**config.mk**
```make
export PLATFORM = sky130hd
export DESIGN_NAME = uart_out_arbiter
export DESIGN_NICKNAME = d
export VERILOG_FILES = /design/src/rtl/uart_out_arbiter.sv
export SDC_FILE = /design/constraint.sdc
export NUM_CORES = 1
export LEC_CHECK = 0
export BUFFER_PORTS_ARGS = -buffer_cell sky130_fd_sc_hd__buf_2
export CORE_AREA = 2 2 93 73
export DETAILED_ROUTE_END_ITERATION = 6
export DIE_AREA = 0 0 95 75
export GPL_ROUTABILITY_DRIVEN = 0
export GPL_TIMING_DRIVEN = 0
export SYNTH_ARGS = -nofsm -noshare
export SYNTH_HDL_FRONTEND = slang
export SYNTH_SLANG_ARGS = --single-unit
```
**constraint.sdc**
```tcl
create_clock -name clock -period 2.6 [get_ports clock]
set_input_delay 0.13 -clock clock [delete_from_list [all_inputs] [get_ports clock]]
set_output_delay 0.13 -clock clock [all_outputs]
set_load 0.02 [all_outputs]
```
**src/rtl/uart_out_arbiter.sv**
```systemverilog
// Round-robin, line-atomic arbiter for the simulation console byte channel,
// plus the finish sequence (perf dump pulse, drain window, sticky done).
module uart_out_arbiter #(
    parameter int unsigned N_REQ        = 4,
    parameter int unsigned LINE_TIMEOUT = 256,
    parameter int unsigned DRAIN_CYCLES = 16,
    localparam int unsigned SW = (N_REQ > 1) ? $clog2(N_REQ) : 1
) (
    input  logic               clock,
    input  logic               reset,
    input  logic [N_REQ-1:0]   req_valid,
    input  logic [8*N_REQ-1:0] req_ch,
    output logic [N_REQ-1:0]   req_ready,
    output logic               uart_out_valid,
    output logic [7:0]         uart_out_ch,
    output logic               perf_dump,
    output logic               sim_done,
    output logic [SW-1:0]      finish_src,
    output logic [SW:0]        lock_owner
);

    localparam int unsigned TW = (LINE_TIMEOUT > 1) ? $clog2(LINE_TIMEOUT) : 1;
    localparam int unsigned DW = (DRAIN_CYCLES > 1) ? $clog2(DRAIN_CYCLES) : 1;
    localparam logic [TW-1:0] TMAX = TW'(LINE_TIMEOUT - 1);
    localparam logic [DW-1:0] DMAX = DW'(DRAIN_CYCLES - 1);

    typedef enum logic [2:0] {IDLE, LOCKED, DUMP, DRAIN, DONE} state_t;

    state_t        state;
    logic [SW-1:0] rr_ptr;
    logic [SW-1:0] owner;
    logic [TW-1:0] timer;
    logic [DW-1:0] drain_cnt;

    logic          found;
    logic [SW-1:0] win;
    logic [SW-1:0] cand;
    logic [SW-1:0] sel;
    logic          accept;
    logic [7:0]    byte_in;
    int unsigned   idx;

    function automatic logic [SW-1:0] next_idx(input logic [SW-1:0] i);
        return (32'(i) == N_REQ - 1) ? '0 : i + 1'b1;
    endfunction

    // First valid requester at or after rr_ptr, wrapping modulo N_REQ.
    always_comb begin
        found = 1'b0;
        win   = '0;
        idx   = 0;
        cand  = '0;
        for (int unsigned i = 0; i < N_REQ; i++) begin
            idx = 32'(rr_ptr) + i;
            if (idx >= N_REQ) idx = idx - N_REQ;
            cand = SW'(idx);
            if (!found && req_valid[cand]) begin
                found = 1'b1;
                win   = cand;
            end
        end
    end

    always_comb begin
        req_ready = '0;
        sel       = '0;
        if (reset) begin
            if (state == IDLE && found) begin
                req_ready[win] = 1'b1;
                sel            = win;
            end else if (state == LOCKED && req_valid[owner]) begin
                req_ready[owner] = 1'b1;
                sel              = owner;
            end
        end
    end

    assign accept  = |req_ready;
    assign byte_in = req_ch[{sel, 3'b000} +: 8];

    always_ff @(posedge clock or negedge reset) begin
        if (!reset) begin
            state          <= IDLE;
            rr_ptr         <= '0;
            owner          <= '0;
            timer          <= '0;
            drain_cnt      <= '0;
            uart_out_valid <= 1'b0;
            uart_out_ch    <= '0;
            perf_dump      <= 1'b0;
            sim_done       <= 1'b0;
            finish_src     <= '0;
            lock_owner     <= '0;
        end else begin
            uart_out_valid <= accept;
            if (accept) uart_out_ch <= byte_in;
            perf_dump <= (state == DUMP);
            case (state)
                IDLE: begin
                    if (accept) begin
                        if (byte_in[7]) begin
                            state      <= DUMP;
                            finish_src <= sel;
                        end else if (byte_in == 8'h0A) begin
                            rr_ptr <= next_idx(sel);
                        end else begin
                            state      <= LOCKED;
                            owner      <= sel;
                            timer      <= '0;
                            lock_owner <= {1'b1, sel};
                        end
                    end
                end
                LOCKED: begin
                    if (accept) begin
                        if (byte_in[7]) begin
                            state      <= DUMP;
                            finish_src <= owner;
                            lock_owner <= '0;
                        end else if (byte_in == 8'h0A) begin
                            state      <= IDLE;
                            rr_ptr     <= next_idx(owner);
                            lock_owner <= '0;
                        end else begin
                            timer <= '0;
                        end
                    end else if (timer == TMAX) begin
                        // Stalled line: drop the lock so other requesters can proceed.
                        state      <= IDLE;
                        rr_ptr     <= next_idx(owner);
                        lock_owner <= '0;
                    end else begin
                        timer <= timer + 1'b1;
                    end
                end
                DUMP: begin
                    state     <= DRAIN;
                    drain_cnt <= '0;
                end
                DRAIN: begin
                    if (drain_cnt == DMAX) begin
                        state    <= DONE;
                        sim_done <= 1'b1;
                    end else begin
                        drain_cnt <= drain_cnt + 1'b1;
                    end
                end
                DONE: begin
                    sim_done <= 1'b1;
                end
                default: state <= IDLE;
            endcase
        end
    end

endmodule

```
# --- Word-level counts from Yosys, hierarchy flattened ---
# Cells that the tools add are included.
word_totals:
  wordCells: 157
  output_inout_bits: 20
  in_bits: 38
  register_bits: 35
op_classes:
  magnitude_cmp: 12
  n_bitwise: 3
  n_shift: 1
  mux: 72
  reduce_logical: 23
  n_eq_ne: 24
  addsub: 11
ops:
  columns: ["cell", "n"]
  rows:
  - ["$mux 2", 24]
  - ["$mux 8", 5]
  - ["$mux 3", 13]
  - ["$shiftx 32x6->8", 1]
  - ["$lt 2x3->1 const B", 6]
  - ["$mux 4", 4]
  - ["$ne 2x2->1 const B", 8]
  - ["$pmux 8 s2", 1]
  - ["$pmux 3 s5", 1]
  - ["$mux 1", 12]
  - ["$reduce_and 6->1", 2]
  - ["$bmux 1 s2", 5]
  - ["$ge 3x3->1 const B", 3]
  - ["$ne 3x3->1 const B", 3]
  - ["$add 8x1->8 const B", 1]
  - ["$eq 8x4->1 const B", 1]
  - ["$eq 8x8->1 const B", 1]
  - ["$pmux 2 s2", 2]
  - ["$pmux 4 s2", 1]
  - ["$sub 2x1->2 const B", 4]
  - ["$logic_and 1x1->1", 7]
  - ["$reduce_and 7->1", 1]
  - ["$add 2x2->3 const B", 2]
  - ["$eq 3x2->1 const B", 2]
  - ["24 further kinds", 36]

# --- Depth between registers and ports, before layout ---
# Gate-level depths: netlist of run 1.
depth:
  word_depth: 23
  mapped_depth: 11
  depth_no_buf: 10

# --- Worst setup path before layout of run 1 ---
# No wires, ideal clock.
synth_path:
  path_kind: "register to register"
  from: "reg owner[0]"
  to: "reg timer[5]"
  setup_slack_ns: -0.104
  t_arrival_ns: 2.617
  required_time_ns: 2.513
  path_buffers: 1
  path_stages_with_launch: 12
  synth_period_minus_slack_ns: 2.704
  setup_time_ns: 0.087
  cell_sequence: "dfrtp_1 inv_1 ha_1 or4_1 and3_1 o21ai_2 inv_2 nor2_1 o21ai_1 clkbuf_1 or3_1 o211ai_1"
synth_between:
  elab_chain_cells: 12
  word_cells_on_any_way: 25
  classes_between: "order compare: 2; eq/ne: 3; shift: 1; mux: 15; reduce/logical: 4"
synth_lines:
  columns: ["element", "line", "rtl"]
  rows:
  - ["start: declaration", "31", "logic [SW-1:0] owner;"]
  - ["start signal: assignment", "108", "owner <= sel;"]
  - ["$bmux 1 s2", "71", "end else if (state == LOCKED && req_valid[owner]) begin"]
  - ["$mux 1 (not written as such)", "71", null]
  - ["$logic_and 1x1->1", "71", null]
  - ["$mux 2", "71", null]
  - ["$mux 2", "68", "if (state == IDLE && found) begin"]
  - ["$mux 2", "67", "if (reset) begin"]
  - ["$shiftx 32x6->8", "79", "assign byte_in = req_ch[{sel, 3'b000} +: 8];"]
  - ["$eq 8x4->1", "104, 120", null]
  - ["$mux 8 (2 in a row)", null, null]
  - ["$mux 8 (on tied branches)", null, null]
  - ["$pmux 8 s2", "98", "case (state)"]
  - ["end signal: assignment", "133", "timer <= timer + 1'b1;"]
  - ["end: declaration", "32", "logic [TW-1:0] timer;"]
# Several ways; a longest one is shown, not always the timed one. The select of a mux whose other input is x is not followed.
# A chain may end at the register's enable or synchronous reset.

# --- Worst setup path in the final report of run 1 ---
layout_path:
  from: "reg owner[0]"
  to: "reg state[0]"
layout_between:
  elab_chain_cells: 10
  word_cells_on_any_way: 27
  classes_between: "order compare: 2; eq/ne: 5; shift: 1; mux: 15; reduce/logical: 4"
layout_lines:
  columns: ["element", "line", "rtl"]
  rows:
  - ["$bmux 1 s2, or another cell as far along", "71", null]
  - ["$mux 1 (not written as such) or $logic_and 1x1->1 (tied branches)", "71, 72", null]
  - ["$logic_and 1x1->1 or $mux 1 (tied branches)", "71, 72", null]
  - ["$mux 2 or $demux 1 s2 (tied branches)", "71, 72", null]
  - ["$mux 2 or $mux 4 (tied branches)", "68, 71", null]
  - ["$mux 2 or $mux 4 (tied branches)", "67, 68", null]
  - ["$shiftx 32x6->8 or $mux 4 (tied branches)", "79, 67", null]
  - ["$eq 8x4->1, or another cell as far along", "104, 120", null]
  - ["$ne 4x3->1 (no source line), or another cell as far along", null, null]
  - ["$reduce_and 6->1 (no source line) or $pmux 3 s5 (tied branches)", null, null]
  - ["end signal: assignment", "83", "state <= IDLE;"]
  - ["end signal: assignment", "107", "state <= LOCKED;"]
  - ["end signal: assignment", "121", "state <= IDLE;"]
  - ["end: declaration", "29", "state_t state;"]
# Several ways; a longest one is shown, not always the timed one. The select of a mux whose other input is x is not followed.

==> metrics.cfg, run 1 <==
[global_routing]
grt_pass1_wl_mm = 11.0
grt_max_degree = 36
antenna_found_initial = 0
grt_pass1_vias = 2260
grt_overflow_total = 0
track_usage = 0.198

[drt]
finalWirelength_mm = 6.72
vias = 2351
drtIter0Drc = 167
ant_nets = 0
drc_errors = 0
via_per_inst = 5.33
first_pass_iters = 4
wl_per_cell_um = 15.2

[timing]
fin_crit_ns = 2.57
worst_slack_ns = 0.0333
hold_viol_final = 0
timing.hold.ws_ns = 0.282
max_slew_margin = 0.684
rsz0062_at_grt = yes
min_period_over_period = 0.987
skew_ns = 0.00390
fmax_ghz = 0.390
finalSetupViolations = 0
slew_violations = 0
fin_setup_tns_ns = 0
worst_pin_slew_ns = 0.473

[power_and_ir_drop]
netSwitchingPower_mw = 1.33
clkPwrFrac = 0.143
power.total_mw = 3.01
power_density_nw_per_um2 = 900
ir_drop_uv = 327
swShare = 0.440
p_int_mw = 1.69
p_leak_nw = 1.48
seq_power_share = 0.311
power_frac_comb = 0.546

[cells_and_area]
instances_no_fill = 441
multi_input_area_um2 = 1700
utilization = 0.544
antenna_cells = 0
finalNetCount = 403
fillers = 567
seq_area_um2 = 882
drive_above_1_share = 0.431
post-route-cell-area_um2 = 3350
area_growth_pct = 35.5

[yosys]
yosysTopAreaCell = dfrtp_1
synth_edf_count = 0
ys_dominant_reg_cell = dfrtp_1
synth.net_count = 316
synthCells = 272
syn-cell-area_um2 = 2470
synth_area_leaders = dfrtp_1 (35%), nand2_1 (7.3%), mux4_2 (6.4%), nor2_1 (3.5%), nand3_1 (3.4%)
synth_common_cells = nand2_1 (48), dfrtp_1 (35), nor2_1 (23), nand3_1 (17), o21ai_0 (12)
synth_cell_types = 62
synth_seq_area_share = 0.354
yosysMostFrequentCell = nand2_1
synth_async_sr_flop_share = 1.00
synth_top_area_share = 0.354
synth_area_per_cell_um2 = 9.08
synth_seq_cells = 35
ys_warn_count = 0

[placed_design]
numPortBuffers = 57
dpl_cell_area_um2 = 2870
place_hpwl_mm = 4.86
dpl.cell_count = 410
dpl_worst_slack_ns = -0.662

[clock_network]
worstSkewPairLatency_ns = 0.29
cts_tree = yes
ctsHtreeMaxLevel = 2
clk_pin_slew_ns = 0.07
clkSinkCount = 35
cts-buffers-inserted = 5
clockBufferDepth = 2
root_buffer = clkbuf_8

[setup_path]
path_cells = inv_4 > ha_4 > or4_4 > and3_4 > o21ai_4 > buf_4 > a31oi_1 > nor4b_2 > o32a_1
crit_fanout = 7
critical_path_class = register to register
crit_path_top_delay_cell = or4_4
cp_num_buf_inv = 2
cp-end-kind = register
critPathTopFamily = simple AND/OR/NAND/NOR gates
worstPathArrival_ns = 2.74
critPathMaxStageDelay_ns = 0.52
startpoint_type = register
cp.required_ns = 2.77

[floorplan]
die-height_um = 75
start_util = 0.401
dieArea_um2 = 7130
die_x_um = 95
core.rowCount = 25
core-area_um2 = 6160
io_pins = 58

[min_path]
hold_path_class = input pin to register

[job]
drv_cap = 0

[status]
status = finished, final reports clean

-- registers in the layout (all words and copies together) (netlist names) --
name and count:
rr_ptr 2, sim_done 1, lock_owner 3, finish_src 2, owner 2, uart_out_ch 8
timer 8, uart_out_valid 1, drain_cnt 4, perf_dump 1, state 3
-- power by group through the flow --
stage / clock network (mW) / registers (mW) / logic, mW
after floorplan: 0 / 0.996 / 0.858
after global placement: 0 / 0.910 / 1.33
after detailed placement: 0 / 0.912 / 1.35
after CTS: 0.439 / 0.911 / 1.49
after global routing: 0.476 / 0.963 / 1.82
final: 0.432 / 0.938 / 1.64
-- final cells by class --
cell class,count,area share
multi-input cells,222,0.508
well taps,81,0.0303
repair buffers,81,0.148
inverters,9,0.0116
plain buffers,5,0.00971
clock buffers,8,0.0299
flip-flops and latches,35,0.263
-- kinds of logic (layout without fill, tap and decap cells) --
kind of cell / after synthesis / after routing / synth area share
compound gates: 66 / 66 / 0.211
xor+xnor: 3 / 3 / 0.0106
fa+ha+maj: 6 / 6 / 0.0304
buf+inv: 15 / 103 / 0.0263
flops: 35 / 35 / 0.354
mux: 17 / 17 / 0.107
simple gates: 130 / 130 / 0.261
-- tightest hold or removal path, cell delays in order --
cell and delay, ns:
buf_2 0.09, mux4_2 0.23, nand2_1 0.05, nand2_1 0.04
-- what timing repair did --
| action | CTS | global route |
|---|---|---|
| gates cloned | 0 | 0 |
| hold buffers | 2 | 0 |
| setup buffers | 11 | 11 |
| pin swaps | 10 | 21 |
| endpoints found under the setup margin | 24 | 18 |
| endpoints found under the hold margin | 35 | 0 |
| gates resized for setup | 22 | 31 |
-- cell usage in the layout (no fill, tap or decap), drive strengths merged, types with 2 or more instances in the layout --
cell type	netlist	routed
o22ai	2	2
dfrtp	35	35
a21boi	3	3
nor3	8	8
nand2b	3	3
nand2	48	48
a2bb2oi	2	2
xor2	2	2
ha	6	6
inv	9	9
o211ai	4	4
a22oi	2	2
o21ai	23	23
mux4	7	7
nor2b	2	2
clkbuf	4	10
and3	6	6
buf	2	83
mux2i	5	5
or3	3	3
a211oi	6	6
mux2	5	5
nor2	26	26
nor4	5	5
a21oi	10	10
or2	4	4
a21o	4	4
nand3	17	17
a31oi	2	2
-- final timing paths --
| path | startpoint | endpoint | slack, ns | depth (start not counted) |
|---|---|---|---|---|
| worst max-delay path | owner[0] | state[0] | 0.03 | 9 |
| worst min-delay path | req_ch[25] | uart_out_ch[1] | 0.28 | 4 |
| worst max register to register | owner[0] | state[0] | 0.03 | 9 |
| worst min register to register | sim_done | sim_done | 0.46 | 1 |
| max in group asynchronous | reset | owner[0] | 2.03 | 3 |
| min in group asynchronous | reset | state[0] | 0.38 | 3 |
-- routing by layer --
layer | vias to the layer above | wire, um | track usage
li1 | 1176 | - | -
met3 | 4 | 302 | 0.0360
met2 | 54 | 3060 | 0.295
met4 | 0 | 55 | 0.0386
met5 | - | 0 | 0
met1 | 1117 | 3300 | 0.302
Note: power is estimated with default switching activity, not from simulation.
==> inputs of run 2 (changes only) <==
- CELL_PAD_IN_SITES_DETAIL_PLACEMENT: unset -> 2
- CELL_PAD_IN_SITES_GLOBAL_PLACEMENT: unset -> 2
- CORE_AREA: 2 2 93 73 -> 2 2 110 85
- DIE_AREA: 0 0 95 75 -> 0 0 112 87
- PLACE_DENSITY_LB_ADDON: unset -> 0.1
==> run 2 against run 1 <==
  * The flow now finishes with violations (negative setup slack)
  * Non-clock buffer count up 10
  * Worst hold slack better by 0.018 ns
  * Flip-flop and latch count unchanged
  * First-iteration DRC count down 41%
  * Count of clock-buffer cells in the layout down 2
  * Global-route usage down 1.1 points
  * Wire length up 33%
  * Die area up 37%
  * Clock skew up 0.0014 ns
  * Total power up 11%
  * Clock power up 30%
  * Fmax down 3.5%
  * Critical endpoint is now rr_ptr[0]
  * Highest routed layer unchanged
==> metrics.cfg, run 2 (same netlist as run 1, synthesis figures left out) <==
[job]
drv_cap = 0  ; unchanged

[setup_path]
cp-end-kind = register  ; unchanged
rrSetupSlack_ns = -0.06  ; was 0.03 ns
startpoint_type = register  ; unchanged
r2r-end = rr_ptr[0]  ; was state[0]
worstPathArrival_ns = 2.83  ; was 2.74 ns
critical_path_class = register to register  ; unchanged
rr_worst_depth = 8  ; was 9
crit_fanout = 6  ; was 7
cp.required_ns = 2.77  ; about the same
r2r_start = owner[0]  ; unchanged

[power_and_ir_drop]
swShare = 0.441  ; was 0.440
power.total_mw = 3.35  ; was 3.01 mW
ir_drop_uv = 354  ; was 327 uV
p_int_mw = 1.88  ; was 1.69 mW
clkPwrFrac = 0.168  ; was 0.143
power_density_nw_per_um2 = 943  ; was 900 nW/um2
netSwitchingPower_mw = 1.48  ; was 1.33 mW
p_leak_nw = 1.56  ; was 1.48 nW
power_frac_comb = 0.553  ; was 0.546
seq_power_share = 0.280  ; was 0.311

[timing]
fin_setup_tns_ns = -0.160  ; was 0 ns
fin_crit_ns = 2.66  ; was 2.57 ns
skew_ns = 0.00530  ; was 0.00390 ns
hold_viol_final = 0  ; unchanged
min_period_over_period = 1.02  ; was 0.987
fmax_ghz = 0.376  ; was 0.390 GHz
slew_violations = 0  ; unchanged
max_slew_margin = 0.678  ; was 0.684
timing.hold.ws_ns = 0.301  ; was 0.282 ns
worst_slack_ns = -0.0600  ; was 0.0333 ns
finalSetupViolations = 3  ; was 0
worst_pin_slew_ns = 0.482  ; was 0.473 ns
rsz0062_at_grt = yes  ; unchanged

[cells_and_area]
finalNetCount = 413  ; was 403
area_growth_pct = 43.8  ; was 35.5%
fillers = 984  ; was 567
top_regs = timer (8), uart_out_ch (8), drain_cnt (4)  ; unchanged
seq_area_um2 = 881  ; was 882 um2
antenna_cells = 0  ; unchanged
final_common_cell = buf_2  ; unchanged
final_cell_mix = buf_2 (58), nand2_1 (46), dfrtp_1 (31)  ; was buf_2 (57), nand2_1 (47), dfrtp_1 (30)
multi_input_area_um2 = 1760  ; was 1700 um2
drive_above_1_share = 0.457  ; was 0.431

[clock_network]
cts_tree = yes  ; unchanged
cts-buffers-inserted = 5  ; unchanged
clk_pin_slew_ns = 0.06  ; was 0.07 ns
clkSinkCount = 35  ; unchanged
ctsHtreeMaxLevel = 2  ; unchanged
worstSkewPairLatency_ns = 0.28  ; was 0.29 ns
root_buffer = clkbuf_16  ; was clkbuf_8
clockBufferDepth = 2  ; unchanged

[status]
status = finished with violations  ; was finished, final reports clean
violations = negative setup slack

[placed_design]
numPortBuffers = 57  ; unchanged
place_hpwl_mm = 6.27  ; was 4.86 mm

[drt]
ant_nets = 0  ; unchanged
vias = 2535  ; was 2351
via_per_inst = 5.28  ; was 5.33
drtIter0Drc = 99  ; was 167
wl_per_cell_um = 18.7  ; was 15.2 um
drc_errors = 0  ; unchanged
finalWirelength_mm = 8.96  ; was 6.72 mm
first_pass_iters = 4  ; unchanged

[floorplan]
die_x_um = 112  ; was 95 um
io_pins = 58  ; unchanged
start_util = 0.281  ; was 0.401
dieArea_um2 = 9740  ; was 7130 um2
core-area_um2 = 8780  ; was 6160 um2
core.rowCount = 30  ; was 25
die-height_um = 87  ; was 75 um

[global_routing]
track_usage = 0.187  ; was 0.198
antenna_found_initial = 0  ; unchanged
grt_overflow_total = 0  ; unchanged
grt_pass1_wl_mm = 14.4  ; was 11.0 mm
grt_pass1_vias = 2722  ; was 2260
grt_max_degree = 36  ; unchanged

[min_path]
min_to = uart_out_ch[6]  ; was uart_out_ch[1]
worstHoldPathCells = 4  ; unchanged
hold_path_class = input pin to register  ; unchanged
min-delay-start = req_ch[14]  ; was req_ch[25]

-- run 2: cell types whose count changed in the layout (fill, tap and decap cells not counted), moves of 2 or more --
cell       delta
clkbuf_8      -7
clkbuf_16     +5
buf_4         +7
a21oi_2       -2
nor2_2        -2
o21ai_1       -2
-- run 2: how the worst max path moves through the flow --
stage / from / to / slack (ns) / cells past startpoint
finish: owner[0] / rr_ptr[0] / -0.06 / 8
global route: owner[0] / timer[4] / -0.13 / 11
CTS: rr_ptr[1] / rr_ptr[0] / -0.04 / 8
detailed placement: reset / timer[3] / -0.85 / 8
global placement: reset / timer[3] / -0.79 / 8
floorplan: owner[0] / timer[5] / 0.007 / 11
-- run 2: worst max-delay path: stages (launching register included) --
cell and delay (ns):
dfrtp_2 0.48, mux4_2 0.57, nand3_2 0.12, a21oi_4 0.08, buf_4 0.16, a211oi_4 0.33
a2bb2o_4 0.27, o21ai_4 0.20, mux2_4 0.32
-- run 2: stage by stage --
| step | setup slack (ns) | util | instances | area, um2 |
|---|---|---|---|---|
| after floorplan | 0.00743 | - | 272 | 2480 |
| after global placement | -0.788 | 0.331 | 441 | 2910 |
| after detailed placement | -0.849 | 0.331 | 441 | 2910 |
| after CTS | -0.0450 | 0.378 | 468 | 3320 |
| after global routing | -0.130 | 0.405 | 480 | 3550 |
| final | -0.0600 | 0.405 | 480 | 3550 |
-- run 2: final cells by class --
cell class	instances	area share
repair buffers	90	0.159
inverters	9	0.0109
plain buffers	6	0.0127
flip-flops and latches	35	0.248
multi-input cells	222	0.494
well taps	112	0.0394
clock buffers	6	0.0363
-- run 2: what timing repair did --
item                                    CTS  global route
hold endpoints to repair                 35             0
hold buffers                              2             0
resized for setup                        32            32
buffers inserted                         19            13
endpoints found under the setup margin   28            21
pin swaps                                17            24
-- run 2: power groups by stage --
stage / logic [mW] / registers, mW / clock network (mW)
floorplan: 0.858 / 0.996 / 0
global placement: 1.40 / 0.910 / 0
detailed placement: 1.42 / 0.918 / 0
CTS: 1.64 / 0.924 / 0.581
global route: 2.05 / 0.971 / 0.604
finish: 1.85 / 0.937 / 0.562
-- run 2: routing by layer --
metal,up-vias,wire length (um),GRT usage,share of wire
met2,53,4270,0.309,0.48
met4,0,51,0.0299,0.0057
li1,1189,-,-,-
met5,-,0,0,0
met1,1286,4220,0.259,0.47
met3,7,419,0.0424,0.047
